## src/rtl/get_buffer.sv

```systemverilog
// Receive-side word buffer: captures get-stream words into a DEPTH-entry FIFO and
// presents them to the core over a registered valid/ready interface.
module get_buffer #(
  parameter int DW    = 32,
  parameter int DEPTH = 16,
  parameter int CW    = 16,
  localparam int AW   = $clog2(DEPTH)
) (
  input  logic          clk,
  input  logic          rst,
  input  logic          run,
  input  logic          get_v,
  input  logic [DW-1:0] get_data,
  input  logic          exec_ready,
  output logic          exec_valid,
  output logic [DW-1:0] exec_data,
  output logic [AW:0]   count,
  output logic          almost_full,
  output logic          overflow,
  output logic [CW-1:0] recv_cnt
);

  localparam logic [AW:0] FULL_CNT = (AW+1)'(DEPTH);
  localparam logic [AW:0] AF_CNT   = (AW+1)'(DEPTH - 2);

  logic [DW-1:0] r_mem [DEPTH];
  logic [AW-1:0] r_wr_ptr;
  logic [AW-1:0] r_rd_ptr;
  logic [AW:0]   r_count;
  logic          r_exec_valid;
  logic [DW-1:0] r_exec_data;
  logic          r_overflow;
  logic [CW-1:0] r_recv_cnt;

  logic          w_wr;
  logic          w_rd;
  logic [AW-1:0] w_rd_ptr_nxt;
  logic [AW:0]   w_count_nxt;
  logic [DW-1:0] w_head_nxt;

  // A full FIFO still accepts a word when the head leaves on the same edge.
  assign w_rd = run & r_exec_valid & exec_ready;
  assign w_wr = run & get_v & ((r_count != FULL_CNT) | w_rd);

  // NOTE: every signal driven here gets a default first, so no path leaves it
  // unassigned and no latch is inferred.
  always_comb begin
    w_rd_ptr_nxt = r_rd_ptr;
    w_count_nxt  = r_count;
    if (w_rd) w_rd_ptr_nxt = r_rd_ptr + AW'(1);
    unique case ({w_wr, w_rd})
      2'b10:   w_count_nxt = r_count + (AW+1)'(1);
      2'b01:   w_count_nxt = r_count - (AW+1)'(1);
      default: w_count_nxt = r_count;
    endcase
    // The incoming word becomes the head only when it lands in the slot the
    // read pointer will point at, i.e. the FIFO is (or is becoming) empty.
    w_head_nxt = r_mem[w_rd_ptr_nxt];
    if (w_wr && (r_wr_ptr == w_rd_ptr_nxt)) w_head_nxt = get_data;
  end

  // NOTE: storage array has no reset; its contents are only observable through
  // exec_data once count says the slot holds a valid word.
  always_ff @(posedge clk) begin
    if (w_wr) r_mem[r_wr_ptr] <= get_data;
  end

  // NOTE: sequential state uses non-blocking assignments so every register
  // samples pre-edge values regardless of statement order.
  always_ff @(posedge clk or posedge rst) begin
    if (rst) begin
      r_wr_ptr     <= '0;
      r_rd_ptr     <= '0;
      r_count      <= '0;
      r_exec_valid <= 1'b0;
      r_exec_data  <= '0;
      r_overflow   <= 1'b0;
      r_recv_cnt   <= '0;
    end else if (!run) begin
      r_wr_ptr     <= '0;
      r_rd_ptr     <= '0;
      r_count      <= '0;
      r_exec_valid <= 1'b0;
      r_exec_data  <= '0;
      r_overflow   <= 1'b0;
      r_recv_cnt   <= '0;
    end else begin
      r_rd_ptr     <= w_rd_ptr_nxt;
      r_count      <= w_count_nxt;
      r_exec_valid <= (w_count_nxt != '0);
      r_exec_data  <= w_head_nxt;
      if (w_wr) begin
        r_wr_ptr   <= r_wr_ptr + AW'(1);
        r_recv_cnt <= r_recv_cnt + CW'(1);
      end
      if (get_v && !w_wr) r_overflow <= 1'b1;
    end
  end

  assign exec_valid  = r_exec_valid;
  assign exec_data   = r_exec_data;
  assign count       = r_count;
  assign almost_full = (r_count >= AF_CNT);
  assign overflow    = r_overflow;
  assign recv_cnt    = r_recv_cnt;

endmodule
```

## config.mk

```make
export PLATFORM = sky130hd
export DESIGN_NAME = get_buffer
export DESIGN_NICKNAME = d
export VERILOG_FILES = /design/src/rtl/get_buffer.sv
export SDC_FILE = /design/constraint.sdc
export NUM_CORES = 1
export LEC_CHECK = 0
export CORE_ASPECT_RATIO = 1.2
export CORE_MARGIN = 10
export CORE_UTILIZATION = 40
export CTS_BUF_LIST = sky130_fd_sc_hd__clkbuf_4 sky130_fd_sc_hd__clkbuf_8 sky130_fd_sc_hd__clkbuf_16
export CTS_CLUSTER_DIAMETER = 50
export DETAILED_ROUTE_END_ITERATION = 16
export GPL_TIMING_DRIVEN = 0
export HOLD_SLACK_MARGIN = 0.08
export PLACE_DENSITY_LB_ADDON = 0.08
export SYNTH_ARGS = -nofsm -noshare
export SYNTH_HDL_FRONTEND = slang
export SYNTH_SLANG_ARGS = --single-unit
```

## constraint.sdc

```tcl
create_clock -name clk -period 6.75 [get_ports clk]
set_input_delay 1.35 -clock clk [delete_from_list [all_inputs] [get_ports clk]]
set_output_delay 1.35 -clock clk [all_outputs]
set_load 0.02 [all_outputs]
```

# [After elaboration in Yosys (flattened, before gate mapping)]
# Memories as Yosys holds them, arrays and structs flattened.
# Index checks and enable logic that the tools add are counted.
[totals] latch_bits=0 mem_bits_ro=0 register_bits=63 ramBits=512 inputBits=37 mem_count=1 out_inout_bits=56 wordCells=44
[memory_table] memory="r_mem" words=16 width=32 read_ports=1 rd_clocked_by_memory_dff=0 wr=1 line_no="26" rtl="logic [DW-1:0] r_mem [DEPTH];"
[classes] add_sub_neg=5 n_shift=0 n_reduce_logical=4 n_bitwise=5 mul=0 n_lt_le_gt_ge=1 n_mux=15 n_eq_ne=6 div=0
[ops] operator="two-way mux 32 bit" count=2
[ops] operator="two-way mux 16 bit" count=2
[ops] operator="adder 16 x 1 -> 16 bit (second input constant)" count=1
[ops] operator="two-way mux 4 bit" count=4
[ops] operator="one-hot mux 5 bit (2 select lines)" count=1
[ops] operator="adder 4 x 1 -> 4 bit (second input constant)" count=2
[ops] operator="adder 5 x 1 -> 5 bit (second input constant)" count=1
[ops] operator=">= comparator 5 x 4 -> 1 bit (second input constant)" count=1
[ops] operator="two-way mux 1 bit" count=5
[ops] operator="two-way mux 5 bit" count=1
[ops] operator="!= test 5 bit (second input constant)" count=1
[ops] operator="nonzero test 5 bit" count=1
[ops] operator="subtractor 5 x 1 -> 5 bit (second input constant)" count=1
[ops] operator="bitwise AND 1 bit" count=4
[ops] operator="== test 4 bit" count=1
[ops] operator="!= test 2 x 1 -> 1 bit (second input constant)" count=2
[ops] operator="== test 2 x 1 -> 1 bit (second input constant)" count=1
[ops] operator="== test 2 bit (second input constant)" count=1
[ops] operator="logical AND 1 bit" count=2
[ops] operator="zero test 1 bit" count=1
[ops] operator="bitwise OR 1 bit" count=1

# [Depth between registers and ports, before layout]
# Gate-level depths: netlist of the first run.
[logic_depth] depth_word=8 ltp_mapped=10 ltp_nobuf=9

# [Worst setup path after synthesis of the first run]
# Ideal clock, no wire load.
[synth_path] path_kind="input to register" start="in run" end="mem r_mem[0][0], enable pin" t_arrival_ns=5.242 setup_slack_ns=1.006 n_path_buf=2 required_ns=6.249 setup_time_ns=0.501 path_stages=5 cell_sequence="buf_2 -> nand2_1 -> a31o_2 -> clkbuf_1 -> nor4_1"
[synth_between] elab_chain_cells=6 elab_cells_between_ends=7 cone_classes="2 x mux; 5 x bitwise"
[synth_lines] element="from (decl)" line_no="11" rtl="input logic run,"
[synth_lines] element="bitwise AND 1 bit (2 in a row)" line_no="42" rtl="assign w_rd = run & r_exec_valid & exec_ready;"
[synth_lines] element="bitwise OR 1 bit" line_no="43" rtl="assign w_wr = run & get_v & ((r_count != FULL_CNT) | w_rd);"
[synth_lines] element="bitwise AND 1 bit (*)" line_no="43"
[synth_lines] element="two-way mux 1 bit (*)" line_no="65" rtl="if (w_wr) r_mem[r_wr_ptr] <= get_data;"
[synth_lines] element="two-way mux 1 bit (implied by the code) (*)" line_no="65"
[synth_lines] element="to (decl)" line_no="26"
# Mark *: on every way between the ends. The rest lies on a longest branch, timed or not.

# [Final worst setup path of the first run]
[layout_path] start="in run" end="reg r_exec_data[21] (netlist: exec_data[21])"
[layout_between] elab_chain_cells=7 elab_cells_between_ends=11 cone_classes="1 x eq/ne; 3 x mux; 5 x bitwise; 1 x reduce/logical; 1 x memory"
[layout_lines] element="branches (longest 6 deep; another with memory (16 x 32 bit))"
[layout_lines] element="two-way mux 32 bit (*)" line_no="79" rtl="end else if (!run) begin"
[layout_lines] element="to (signal assigned)" line_no="91" rtl="r_exec_data <= w_head_nxt;"
[layout_lines] element="to (decl)" line_no="31" rtl="logic [DW-1:0] r_exec_data;"
# Every way passes the cells marked *.
# A chain may end at the register's enable or synchronous reset.

==> impl_results.md, run 1 <==
- Outcome: complete, no violations
- R2R depth: 9
- PostCTS Resize Cnt: 0
- Share of cells above drive strength 1: about 17%
- Slew headroom: around 28%
- Gr usage total: about 22%
- Top Family by Delay on Critical Path: buffers and inverters
- YS warnings: 0
- Die Ht: between 300 and 400 um
- DR WL met2: around 42,000 um
- Number of synthesized flops with an enable pin: between 500 and 600
- Max Clock Skew: just under 0.02 ns
- Cell variety after synth: between 50 and 60
- Largest net degree at the start of global routing: 55
- Dominant cell by count in the synthesized netlist: edfxtp_1
- Hold WC Path Type: flip-flop to flip-flop
- CP required: 7.20 ns
- R2r endpoint: exec_data[21]$_DFF_PP0_
- Die W: ~260 um
- Pre-CTS WS: between 1.5 and 2 ns
- Post-synth top cells: edfxtp_1, mux2i_1, o221ai_1
- Final HPWL DP: 58,600 um
- Die ar.: 0.0779 mm2
- Post-synth top area cell: edfxtp_1
- Starting density of the core: about two fifths
- Least-Margin Pin Slew: between 1 and 1.5 ns
- Worst hold stages: 1
- Clk sink count: 575
- Row count: roughly 100
- Total gr overflow: 0
- Final RePlAce weighted congestion: just over 0.8
- Drt via density: roughly 6
- 1st-pass router iterations: 5
- Final min period: 4.38 ns
- Area share of the largest cell type after synthesis: 57.3%
- Met3 wire len: just under 5000 um
- Post-synth ARST share: between 10% and 20%
- Seq pwr share: roughly 46%
- Wirelength per Cell: 29.3 um
- Post-Syn Area: between 0.02 and 0.03 mm2
- CP Capture Type: flip-flop
- Clock Tree Buf Depth: 3
- Hold Buf Count CTS: 0
- Post-CTS setup buffer count: 0
- # setup viols final: 0
- Clk root buf: clkbuf_16
- Startpoint types: input pin
- CTS Buf Count: just under 70
- Crit-path cells: clkdlybuf4s50_1 -> nand3_1 -> clkbuf_1 -> nand2_1 -> buf_2 -> clkbuf_1 -> o221ai_1 -> o22ai_1 -> a211oi_1 -> o2bb2ai_1
- Path type of the worst setup path: input pin to flip-flop
- IO buf count: 92
- Cells taking the most area after synthesis: edfxtp_1, mux2i_1, dfrtp_1, o221ai_1, a22oi_1
- Buffers & Inverters on Critical Path: 4
- Final cell count without fillers: between 2,000 and 3,000
- Max_cap viols: 0
- CTS HTree Levels: 3
- Post-synth net total: roughly 1,800
- Core area: ~0.067 mm2
- Synth Area per Inst: between 15 and 20 um2
- Static Leakage: 10.1 nW
- Worst-path clk slew: ~0.05 ns
- Number of routed nets with antenna violations: 0
- R2R setup slack: ~3.2 ns
- Number of antenna violations at the first check in global routing: 0
- Vias in the first global route: roughly 19,000
- Most Frequent Cell on Critical Path: clkbuf_1
- Predominant post-synthesis flop cell: edfxtp_1
- Hold_ws: 0.496 ns
- Worst vdd ir: 0.218 mV
- Vias: around 18,000
- Pint: between 6 and 7 mW
- First-pass GRT wire length: about 120,000 um
- Post-Syn Instances: 1,775
- Logic pwr share: under 10%
- Worst flop-to-flop path startpoint: exec_valid$_DFF_PP0_
- Setup TNS: 0 ns
- Max incr delay on CP: between 0.7 and 0.8 ns
- Net Sw Frac: ~22%
- Final wirelength: between 80,000 and 90,000 um
- TritonCTS clock tree: done
- Maximum clock frequency: around 0.23 GHz
- Clock Latency Late Sink: about 0.6 ns
- Final hold vios: 0
- Worst hold path endpoint: recv_cnt[15]$_DFFE_PP0P_
- Wire length on met1: about 36,000 um
- Layout Nets: 2,029
- Clock share of power: 45.8%
- Placed Cells: around 2,800
- Max-slew violations: 0
- RSZ-0062 raised after global routing: false
- Inserted Diodes: 0
- # IOs: 93
- Slowest cell on crit path: clkbuf_1
- Residual DRC: 0
- Hold path start: recv_cnt[15]$_DFFE_PP0P_
- CP Data Arrival Time: 4.84 ns
- Worst-path fanout max: 10
- PnR worst setup slack: about 2.4 ns
- DRT iter0 DRCs: about 1,500
- Final Cycle Share: between 60% and 70%
- Yosys reg bits: ~580
- Area growth from synthesis to layout: 19.0%
- Sequential share of the synthesized area: approximately 63%
- Top Metal Used: met4
- Switching component of the power: ~1.9 mW
- Pwr/cell area: 269 mW/mm2
per-layer routing:
metal,GRT usage (%),vias up
met5,0,-
met1,27.6,9216
met4,8.25,0
met3,3.20,134
met2,36.4,656
li1,-,7744
sequential cells by signal, summed over array words and instances (netlist names):
name / cells
r_mem: 512
exec_data: 32
recv_cnt: 16
count: 5
r_rd_ptr: 4
r_wr_ptr: 4
exec_valid: 1
overflow: 1
cells by family after synthesis:
| kind of cell | after synthesis | share of synthesized area [%] |
|---|---|---|
| AO/OA/AOI/OAI | 448 | 12.4 |
| adder cells (fa/ha/maj) | 10 | 0.494 |
| AND/OR/NAND/NOR | 138 | 3.09 |
| multiplexers | 418 | 17.3 |
| flip-flops | 575 | 63.1 |
| buffers and inverters | 162 | 2.74 |
| XOR/XNOR | 24 | 0.811 |
power by group through the flow:
stage | clock network, mW | registers [mW] | logic [mW]
final | 3.93 | 3.96 | 0.687
after CTS | 4.00 | 3.96 | 0.691
after global placement | 0 | 4.04 | 0.669
after detailed placement | 0 | 4.04 | 0.689
after floorplan | 0 | 4.07 | 0.335
after global routing | 4.15 | 3.97 | 0.728
stage by stage:
step	util (%)	total power [mW]	area, um2
finish	47.9	8.59	32000
global route	47.9	8.85	32000
CTS	47.9	8.65	32000
detailed placement	44.2	4.73	29500
global placement	43.3	4.71	28900
floorplan	-	4.41	26800
worst max path at each step:
stage	from	to	slack, ns	depth (start not counted)
2_1_floorplan	run	r_mem[0][0]$_DFFE_PP_	1.01	5
3_3_place_gp	run	r_mem[0][2]$_DFFE_PP_	-2.91	6
3_5_place_dp	run	exec_data[27]$_DFF_PP0_	1.83	10
4_1_cts	run	exec_data[27]$_DFF_PP0_	2.46	10
5_1_grt	run	exec_data[10]$_DFF_PP0_	2.33	10
6_report	run	exec_data[21]$_DFF_PP0_	2.37	10
area by class of cell:
cell class                      count  area (um2)
Fill cell                        5800       34800
Sequential cell                   575       17000
Multi-Input combinational cell   1038        9240
Clock buffer                      101        2130
Timing Repair Buffer              137        1460
Tap cell                          901        1130
Buffer                            152         697
Clock inverter                     23         309
Inverter                           10        40.0
layout by cell type, fill, tap and decap left out, types with 6 or more instances in the layout:
master	n
o21ai_0	36
nand2_1	22
ha_1	9
a211oi_1	32
and2_1	17
o22ai_1	64
o2bb2ai_1	32
clkbuf_8	9
clkbuf_16	75
o221ai_1	126
clkbuf_1	78
and3_1	35
nand3_1	13
mux2_2	65
edfxtp_1	512
buf_2	53
xnor2_1	18
inv_1	9
mux2i_1	321
buf_6	18
a21oi_1	38
a22oi_1	98
mux4_2	31
buf_12	7
clkbuf_4	17
nor2b_1	7
dfrtp_1	63
clkdlybuf4s50_1	92
bufinv_16	7
clkinv_2	6
buf_1	8
buf_4	29
Note: power is estimated with default switching activity, not from simulation.
==> run 2: changes to the inputs <==
Clock period 6.75 ns to 4.4 ns, I/O delays scaled along.
==> run 2 against run 1 <==
Effect of this change:
- die area stayed put
- wire length is 0.32% higher
- via count is essentially flat
- register-to-register slack worse by 2.3 ns
- critical path depth fell by 3
- largest cell class unchanged
==> impl_results.md, run 2 (synthesis results as in run 1) <==
- Largest net degree at the start of global routing: 47 (was 55)
- Crit-path cells: clkdlybuf4s50_1 -> buf_2 -> nand2_1 -> a31oi_1 -> nand2_1 -> nor3_4 -> buf_8 (was clkdlybuf4s50_1 -> nand3_1 -> clkbuf_1 -> nand2_1 -> buf_2 -> clkbuf_1 -> o221ai_1 -> o22ai_1 -> a211oi_1 -> o2bb2ai_1)
- Pwr/cell area: 397 mW/mm2 (was 269 mW/mm2)
- Share of cells above drive strength 1: 16.7% (was 17.5%)
- Maximum clock frequency: roughly 0.26 GHz
- Drt via density: 6.05 (was 6.04)
- Final wirelength: 86,400 um (was 86,100 um)
- Final min period: slightly below 4 ns
- TritonCTS clock tree: done (unchanged)
- Worst-path clk slew: 0.06 ns (was 0.05 ns)
- Hold_ws: 0.496 ns (about the same)
- Vias in the first global route: 18,323 (was 18,522)
- Max incr delay on CP: 0.70 ns (was 0.72 ns)
- Most frequent cells in the layout: edfxtp_1, mux2i_1, o221ai_1 (unchanged)
- Worst vdd ir: 0.236 mV (was 0.218 mV)
- Starting density of the core: 40.2% (unchanged)
- Number of antenna violations at the first check in global routing: 0 (unchanged)
- Setup TNS: 0 ns (unchanged)
- Core area: 0.0668 mm2 (unchanged)
- Design Power: 12.6 mW (was 8.59 mW)
- Buffers & Inverters on Critical Path: 3 (was 4)
- Top Family by Delay on Critical Path: simple AND/OR/NAND/NOR gates (was buffers and inverters)
- Hold path start: recv_cnt[15]$_DFFE_PP0P_ (unchanged)
- Residual DRC: 0 (unchanged)
- Most Frequent Cell on Critical Path: nand2_1 (was clkbuf_1)
- Area growth from synthesis to layout: 18.3% (was 19.0%)
- Clock Latency Late Sink: 0.61 ns (was 0.60 ns)
- Max Clock Skew: 0.0205 ns (was 0.0192 ns)
- Final hold vios: 0 (unchanged)
- Path type of the worst setup path: input pin to flip-flop (unchanged)
- Slew headroom: 28.4% (was 27.6%)
- Clock Tree Buf Depth: 3 (unchanged)
- Final Cycle Share: ~90%
- Number of routed nets with antenna violations: 0 (unchanged)
- Register bank with the most flops: r_mem (unchanged)
- Clk root buf: clkbuf_16 (unchanged)
- Max_cap viols: 0 (unchanged)
- Final HPWL DP: 59,200 um (was 58,600 um)
- CP Data Arrival Time: 4.19 ns (was 4.84 ns)
- Hold Buf Count CTS: 0 (unchanged)
- Die ar.: 0.0779 mm2 (unchanged)
- Least-Margin Pin Slew: 1.07 ns (was 1.09 ns)
- 1st-pass router iterations: 5 (unchanged)
- Wirelength per Cell: 29.5 um (was 29.3 um)
- Static Leakage: 9.96 nW (was 10.1 nW)
- PostCTS Resize Cnt: 0 (unchanged)
- Slowest cell on crit path: a31oi_1 (was clkbuf_1)
- # IOs: 93 (unchanged)
- CP Capture Type: flip-flop (unchanged)
- Row count: 104 (unchanged)
- Die Ht: 304 um (unchanged)
- Final RePlAce weighted congestion: 0.809 (was 0.828)
- R2R setup slack: 0.87 ns (was 3.18 ns)
- Commonest non-fill, non-tap cell in the layout: edfxtp_1 (unchanged)
- Post-CTS setup buffer count: 0 (unchanged)
- Outcome: complete, no violations (unchanged)
- Die W: 257 um (unchanged)
- CP required: 4.69 ns (was 7.20 ns)
- Total gr overflow: 0 (unchanged)
- Worst flop-to-flop path startpoint: exec_valid$_DFF_PP0_ (unchanged)
- DRT iter0 DRCs: 1,734 (was 1,549)
- Hold WC Path Type: flip-flop to flip-flop (unchanged)
- Worst hold stages: 1 (unchanged)
- Worst hold path endpoint: recv_cnt[15]$_DFFE_PP0P_ (unchanged)
- First-pass GRT wire length: 125,000 um (about the same)
- IO buf count: 92 (unchanged)
- Clk sink count: 575 (unchanged)
- R2R depth: 6 (was 9)
- Max FFs per register: 512 (unchanged)
- Worst-path fanout max: 14 (was 10)
- CTS Buf Count: 68 (unchanged)
- RSZ-0062 raised after global routing: false (unchanged)
- Gr usage total: 21.6% (about the same)
- Max-slew violations: 0 (unchanged)
- Startpoint types: input pin (unchanged)
- R2r endpoint: r_mem[6][7]$_DFFE_PP_ (was exec_data[21]$_DFF_PP0_)
- Layout Nets: 2,023 (was 2,029)
- # setup viols final: 0 (unchanged)
- Vias: 17,753 (was 17,750)
- CTS HTree Levels: 3 (unchanged)
-- run 2: layer usage --
metal,track usage [%],part of all wire (%),up-vias
met3,3.42,5.8,148
met1,27.1,41,9215
met2,37.2,50,652
li1,-,-,7738
met4,7.86,3.0,0
met5,0,0,-
-- run 2: power breakdown --
group          switching [mW]  total, mW  internal (mW)
clock network            2.24       5.47           3.24
registers              0.0441       6.08           6.04
logic                   0.655       1.05          0.399
-- run 2: cell type report --
class,count,area [um2]
repair buffers,131,1500
clock buffers,92,1990
well taps,901,1130
diodes,2,5.00
multi-input cells,1038,9270
clock inverters,31,194
plain buffers,152,697
flip-flops and latches,575,17000
inverters,10,40.0
fillers,5767,35000
-- run 2: worst register-to-register path: cells and delay by family, from the launching register on --
kind | cells | cell delay, ns
AOI/OAI and AO/OA | 1 | 0.79
buffers and inverters | 2 | 0.63
and+or+nand+nor | 3 | 1.23
DFF | 1 | 0.54
-- run 2: how the worst max path moves through the flow --
stage | startpoint | to | slack, ns | cells past startpoint
floorplan | run | r_mem[0][0]$_DFFE_PP_ | -0.87 | 5
global placement | run | r_mem[0][1]$_DFFE_PP_ | -5.02 | 6
detailed placement | run | r_mem[6][4]$_DFFE_PP_ | -0.06 | 7
CTS | run | r_mem[6][7]$_DFFE_PP_ | 0.57 | 7
global route | run | r_mem[6][7]$_DFFE_PP_ | 0.38 | 7
finish | run | r_mem[6][7]$_DFFE_PP_ | 0.49 | 7
-- run 2: through the flow --
step | utilization, % | cells | area, um2 | setup slack, ns
floorplan | - | 1775 | 26900 | -0.874
global placement | 43.3 | 2768 | 28900 | -5.02
detailed placement | 44.3 | 2807 | 29600 | -0.0637
CTS | 47.6 | 2930 | 31800 | 0.569
global route | 47.6 | 2930 | 31800 | 0.379
finish | 47.6 | 2932 | 31800 | 0.493
